<file path="src/rtl/gate_array_pipe.sv">
// Two-stage registered bitwise gate unit (AND/OR/XOR/NAND/NOR/XNOR/NOT a/pass a) with
// valid/ready flow control and a registered reduction output. Optional: GATE_ARRAY_PIPE_STATS_EN.
module gate_array_pipe #(
    parameter int unsigned WIDTH    = 8,
    parameter int unsigned RED_MODE = 0
) (
    input  logic             clk,
    input  logic             rst_n,
    input  logic             in_valid,
    output logic             in_ready,
    input  logic [2:0]       op,
    input  logic [WIDTH-1:0] a,
    input  logic [WIDTH-1:0] b,
    output logic             out_valid,
    input  logic             out_ready,
    output logic [WIDTH-1:0] y,
    output logic             y_red
`ifdef GATE_ARRAY_PIPE_STATS_EN
    ,
    input  logic             clr_cnt,
    output logic [15:0]      beat_cnt
`endif
);

    logic             s1_valid_q;
    logic [2:0]       s1_op_q;
    logic [WIDTH-1:0] s1_a_q;
    logic [WIDTH-1:0] s1_b_q;
    logic             s2_valid_q;
    logic [WIDTH-1:0] y_q;
    logic             y_red_q;
    logic [WIDTH-1:0] y_d;
    logic             y_red_d;
    logic             s1_ready;
    logic             s2_ready;

    assign s2_ready = !s2_valid_q || out_ready;
    assign s1_ready = !s1_valid_q || s2_ready;
    assign in_ready = s1_ready;

    always_comb begin
        y_d = '0;
        case (s1_op_q)
            3'b000: y_d = s1_a_q & s1_b_q;
            3'b001: y_d = s1_a_q | s1_b_q;
            3'b010: y_d = s1_a_q ^ s1_b_q;
            3'b011: y_d = ~(s1_a_q & s1_b_q);
            3'b100: y_d = ~(s1_a_q | s1_b_q);
            3'b101: y_d = ~(s1_a_q ^ s1_b_q);
            3'b110: y_d = ~s1_a_q;
            3'b111: y_d = s1_a_q;
        endcase
    end

    // Reduction taken from the value being registered so y_red always matches y.
    always_comb begin
        y_red_d = &y_d;
        case (RED_MODE)
            1:       y_red_d = |y_d;
            2:       y_red_d = ^y_d;
            default: y_red_d = &y_d;
        endcase
    end

    always_ff @(posedge clk or negedge rst_n) begin
        if (!rst_n) begin
            s1_valid_q <= 1'b0;
            s1_op_q    <= '0;
            s1_a_q     <= '0;
            s1_b_q     <= '0;
        end else if (s1_ready) begin
            s1_valid_q <= in_valid;
            if (in_valid) begin
                s1_op_q <= op;
                s1_a_q  <= a;
                s1_b_q  <= b;
            end
        end
    end

    always_ff @(posedge clk or negedge rst_n) begin
        if (!rst_n) begin
            s2_valid_q <= 1'b0;
            y_q        <= '0;
            y_red_q    <= 1'b0;
        end else if (s2_ready) begin
            s2_valid_q <= s1_valid_q;
            if (s1_valid_q) begin
                y_q     <= y_d;
                y_red_q <= y_red_d;
            end
        end
    end

    assign out_valid = s2_valid_q;
    assign y         = y_q;
    assign y_red     = y_red_q;

`ifdef GATE_ARRAY_PIPE_STATS_EN
    logic [15:0] cnt_q;
    logic [15:0] cnt_d;

    // Clear has priority over a coincident transfer; count saturates.
    always_comb begin
        cnt_d = cnt_q;
        if (clr_cnt)
            cnt_d = '0;
        else if (s2_valid_q && out_ready && (cnt_q != '1))
            cnt_d = cnt_q + 16'd1;
    end

    always_ff @(posedge clk or negedge rst_n) begin
        if (!rst_n)
            cnt_q <= '0;
        else
            cnt_q <= cnt_d;
    end

    assign beat_cnt = cnt_q;
`endif

endmodule
</file>
<file path="config.mk">
export PLATFORM = sky130hd
export DESIGN_NAME = gate_array_pipe
export DESIGN_NICKNAME = d
export VERILOG_FILES = /design/src/rtl/gate_array_pipe.sv
export SDC_FILE = /design/constraint.sdc
export NUM_CORES = 1
export LEC_CHECK = 0
export BUFFER_PORTS_ARGS = -buffer_cell sky130_fd_sc_hd__buf_2
export CAP_MARGIN = 40
export CORE_MARGIN = 10
export CORE_UTILIZATION = 45
export DETAILED_ROUTE_END_ITERATION = 7
export GPL_TIMING_DRIVEN = 1
export PLACE_DENSITY = 0.68
export RECOVER_POWER = 25
export SLEW_MARGIN = 20
export SYNTH_ARGS = -nofsm -noshare
export SYNTH_HDL_FRONTEND = slang
export SYNTH_SLANG_ARGS = --single-unit
export TNS_END_PERCENT = 1
</file>
<file path="constraint.sdc">
create_clock -name clk -period 4.9 [get_ports clk]
set_input_delay 0.49 -clock clk [delete_from_list [all_inputs] [get_ports clk]]
set_output_delay 0.49 -clock clk [all_outputs]
set_load 0.02 [all_outputs]
</file>
==> results of run 1 <==
## stage by stage
| step | instances | cell area [um2] | util | setup WS [ps] |
|---|---|---|---|---|
| final | 277 | 2220 | 0.543 | 2430 |
| after global routing | 277 | 2220 | 0.543 | 2250 |
| after CTS | 277 | 2220 | 0.543 | 2470 |
| after detailed placement | 269 | 2130 | 0.521 | 2480 |
| after global placement | 269 | 2130 | 0.521 | 2550 |
| after floorplan | 195 | 1950 | - | 2940 |
## power by group
| part | switching, mW | internal, mW |
|---|---|---|
| combinational | 0.168 | 0.144 |
| sequential | 0.0548 | 0.297 |
| clock | 0.0941 | 0.113 |
## path summary, 6_finish.rpt
kind	endpoint	slack, ps	depth (start not counted)
worst max-delay path	y_red	2430	6
worst min-delay path	s1_valid_q	400	2
worst max register to register	y_red	2430	6
worst min register to register	y[2]	470	2
max in group asynchronous	s1_a_q[1]	3400	1
min in group asynchronous	s1_b_q[3]	590	1
## synthesized netlist by cell type (2+ instances only)
| master | count |
|---|---|
| a211oi_1 | 2 |
| a21oi_1 | 5 |
| a22oi_1 | 3 |
| a31oi_1 | 2 |
| buf_2 | 6 |
| dfrtp_1 | 30 |
| ha_1 | 16 |
| inv_1 | 20 |
| mux2_2 | 22 |
| mux2i_1 | 3 |
| nand2_1 | 17 |
| nand2b_1 | 7 |
| nand3b_1 | 2 |
| nor2_1 | 12 |
| nor2b_1 | 3 |
| nor3_1 | 4 |
| o21ai_0 | 8 |
| o22ai_1 | 3 |
| o2bb2ai_1 | 2 |
| o31ai_1 | 2 |
| o32ai_1 | 2 |
## registers in the layout, indices dropped and copies added (netlist names)
register / count
s1_op_q: 3
y_red: 1
s1_b_q: 8
s1_valid_q: 1
y: 8
out_valid: 1
s1_a_q: 8
## routing by layer
metal | GRT usage | share of wire
met4 | 0.0494 | 0.016
met1 | 0.145 | 0.47
met5 | 0 | 0
met2 | 0.172 | 0.45
met3 | 0.0426 | 0.063
## final cells by class
cell class              instances  area, um2
clock buffers                   7       86.3
fillers                       389       1870
inverters                      21       78.8
well taps                      50       62.6
multi-input cells             135       1070
clock inverters                 1       5.00
repair buffers                 33        164
flip-flops and latches         30        751
## logic make-up (layout without fill, tap and decap cells)
logic type / Yosys count / count (layout) / synth area share
AO/OA/AOI/OAI: 41 / 41 / 0.154
adder cells (fa/ha/maj): 16 / 16 / 0.103
buffers and inverters: 30 / 62 / 0.0673
flip-flops: 30 / 30 / 0.385
multiplexers: 27 / 27 / 0.162
AND/OR/NAND/NOR: 51 / 51 / 0.129
==> run summary, run 1 <==
Status - finished, violations left
Failing checks - max-capacitance violations, max-slew violations
Peak Freq - 0.405 GHz
Row Count - 23
Critical path's top delay family - flip-flops
Final hold viol count - 0
Wire per inst - 14.7 um
Leakage - 1.07 nW
Antenna violations before repair - 0
Post-synthesis sequential area ratio - 0.385
Initial DRC Count - 124
Dpl hpwl - 2980 um
Hold_ws - 403 ps
Die X-Extent - 85.9 um
Fin crit share - 0.504
Mapped Cells - 195
Clock-pin slew on the worst setup and hold paths - 60 ps
Syn_nets - 234
Die area - 0.00737 mm2
Overall routing resource usage - 0.115
Main synth FF type - dfrtp_1
Final ANT Viol Nets - 0
Power Dens Cells - 393 mW/mm2
WP data arrival - 2660 ps
Via count - 1,532
Final Slew Violations - 31
CP Buf/Inv Count - 1
Worst-skew pair later-pin latency - 290 ps
Core Region - 0.00409 mm2
Hold Crit Start - in_valid
Total power draw - 0.872 mW
Max stage delay on crit path - 880 ps
Required time worst endpoint - 5090 ps
Slowest-stage cell, CP - dfrtp_1
Largest net degree at the start of global routing - 31
Critical path startpoint category - flop
Root buffer cell - clkbuf_8
Yosys reg bits - 30
Synth top area cells - dfrtp_1 38%, mux2_2 13%, ha_1 10%
Asr flop ratio synth - 1.00
Most common cell after layout, fill and taps aside - buf_2
Commonest cells after routing, fill and taps aside - 32 x buf_2, 30 x dfrtp_1, 22 x mux2_2, 20 x inv_1, 17 x nand2_1
Layout cells sized above 1 - 0.291
Drt total wl - 4080 um
Post-route DRC - 0
Crit path capture type - flop
Die outline height - 85.9 um
Clock buffer depth - 2
Max Fanout on Critical Path - 29
Syn avg cell area - 10.0 um2
Yosys warning count - 0
Peak VDD IR - 0.000147 V
Final Wtd Congestion - 0.929
GRT overflow - 0
Hold_buf cts - 0
Yosys cell types - 45
RSZ-0062 raised after global routing - no
Clock sink count - 30
H-tree depth - 2
Setup CP Type - reg -> reg
Area leader, netlist - dfrtp_1
Vias in the first global route - 1,523
Setup Buffers After CTS - 0
Crit path from - s1_op_q[2]
Tmin final - 2470 ps
Ports - 34
First-pass GRT wire length - 7070 um
Rel. slew slack - -0.0511
Hold Crit Class - in -> reg
Crit path cell chain - inv_1 -> mux4_2 -> mux2_4 -> nor3_2 -> nand4b_1 -> o41ai_2
Worst-margin pin slew - 1580 ps
Clk_skew - 1.43 ps
TritonRoute pass-1 iters - 5
N_diodes - 0
Synthesis-to-layout area growth - 13.6%
TritonCTS clock tree - yes
Vias/cell - 5.53
Initial Utilization - 0.478
Gates resized, CTS repair - 0
Final setup viols - 0
Reg2Reg Launch Point - s1_op_q[2]
Maxcap violations - 1
Synth Cell Area - 0.00195 mm2
Port bufs - 33
Synth top area share - 0.385
Fin Setup TNS - 0 ps
Post-synth EDFFs - 0
CTS buffer count - 5
Nets - 265
No activity file was read; power rests on OpenSTA's default activity.
==> inputs of run 2 (changes only) <==
Clock period 4.9 ns to 2.3 ns, I/O delays scaled along.
==> run 2 against run 1 <==
Effect of this change:
- first-iteration DRC count is 12% lower
- the run still ends with max-capacitance violations, max-slew violations left
- final area grew 2.4%
- non-clock buffer count is 7 higher
- register-to-register slack got worse by 2200 ps
- critical path depth grew 1
- largest cell class unchanged
- largest power group is now combinational cells
- setup slack got worse by 2200 ps
- cell count is 2.5% higher
- die area unchanged
- clock-buffer cell count unchanged
- sequential cell count did not move
- highest routed layer unchanged
==> run summary, run 2 (synthesis gave the netlist of run 1 again) <==
Status - finished, violations left
Failing checks - max-capacitance violations, max-slew violations
N_diodes - 0
Final Wtd Congestion - 0.901
WP data arrival - 2260 ps
RSZ-0062 raised after global routing - no
Worst-margin pin slew - 1600 ps
Crit path capture type - flop
Clock sink count - 30
Die outline height - 85.9 um
Clk_skew - 6.19 ps
GRT overflow - 0
Core Region - 0.00409 mm2
CTS buffer count - 5
Clock-pin slew on the worst setup and hold paths - 70 ps
Rel. slew slack - -0.0660
Leakage - 1.10 nW
Tmin final - 2070 ps
Fin crit share - 0.899
Power Dens Cells - 831 mW/mm2
H-tree depth - 2
Layout cells sized above 1 - 0.312
Final Slew Violations - 31
TritonRoute pass-1 iters - 5
TritonCTS clock tree - yes
Post-route DRC - 0
Slowest-stage cell, CP - mux4_2
Worst-skew pair later-pin latency - 290 ps
Seq. cell area - 751 um2
Initial Utilization - 0.478
Crit path cell chain - inv_1 -> ha_1 -> mux4_2 -> mux2_4 -> nor3_2 -> nand4b_1 -> o41ai_2
Dpl hpwl - 3100 um
Most common cell after layout, fill and taps aside - buf_2
Setup Buffers After CTS - 0
Non-Filler Instances - 284
Filler instances - 394
Maxcap violations - 1
Max stage delay on crit path - 450 ps
Port bufs - 33
Largest net degree at the start of global routing - 31
Nets - 272
Final setup viols - 0
Peak VDD IR - 0.000333 V
Setup CP Type - reg -> reg
Gates resized, CTS repair - 0
Antenna violations before repair - 0
Row Count - 23
Clock buffer depth - 2
Critical path startpoint category - flop
Ports - 34
Drt total wl - 4130 um
Final ANT Viol Nets - 0
Root buffer cell - clkbuf_8
Max Fanout on Critical Path - 4
Die area - 0.00737 mm2
Multi-input gate area - 0.00107 mm2
Post-Layout Inst Area - 0.00227 mm2
Initial DRC Count - 109
Overall routing resource usage - 0.123
Hold_buf cts - 0
Commonest cells after routing, fill and taps aside - 32 x buf_2, 30 x dfrtp_1, 22 x mux2_2, 20 x inv_1, 17 x nand2_1
Synthesis-to-layout area growth - 16.3%
Via count - 1,513
Hold Crit Class - in -> reg
Die X-Extent - 85.9 um
Hold_ws - 146 ps
Placed Area - 0.00218 mm2
Fin Setup TNS - 0 ps
First-pass GRT wire length - 7420 um
Final hold viol count - 0
Vias/cell - 5.33
Peak Freq - 0.484 GHz
Final worst slack - 233 ps
Vias in the first global route - 1,624
Worst slack at placement - 211 ps
Inst Count DP - 276
Required time worst endpoint - 2490 ps
Wire per inst - 14.5 um
==> run 2: through the flow <==
stage          total power [mW]   util
2_1_floorplan              1.24      -
3_3_place_gp               1.44  0.533
3_5_place_dp               1.46  0.533
4_1_cts                    1.91  0.556
5_1_grt                    2.05  0.555
6_report                   1.89  0.555
==> run 2: path summary, 6_finish.rpt <==
path	startpoint	slack, ps	end	depth (start not counted)
max in group asynchronous	rst_n	1030	y[5]	1
setup reg to reg	s1_a_q[5]	230	y_red	7
hold reg to reg	y[6]	470	y[6]	2
min in group asynchronous	rst_n	340	s1_op_q[1]	1
hold / removal	in_valid	150	s1_valid_q	2
setup / recovery	s1_a_q[5]	230	y_red	7
==> run 2: routing by layer <==
metal  up-vias  part of all wire  GRT usage
met3         7             0.061     0.0407
met5         -                 0          0
li1        767                 -          -
met4         0             0.018     0.0599
met1       710              0.46      0.149
met2        29              0.46      0.189
==> run 2: area by class of cell <==
cell class / count / share of cell area
clock inverters: 1 / 0.00221
well taps: 50 / 0.0276
repair buffers: 40 / 0.0954
flip-flops and latches: 30 / 0.331
multi-input cells: 135 / 0.471
inverters: 21 / 0.0347
clock buffers: 7 / 0.0380
==> run 2: power breakdown <==
group | internal, mW | switching, mW
clock network | 0.241 | 0.203
logic | 0.331 | 0.400
registers | 0.634 | 0.0778
total | 1.21 | 0.681
==> run 2: critical path: cells and delay by family (launching register included) <==
| family | cells | cell delay (ps) |
|---|---|---|
| adders and majority gates | 1 | 310 |
| muxes | 2 | 730 |
| AOI/OAI and AO/OA | 1 | 190 |
| DFF | 1 | 390 |
| buffers and inverters | 1 | 70 |
| and+or+nand+nor | 2 | 290 |
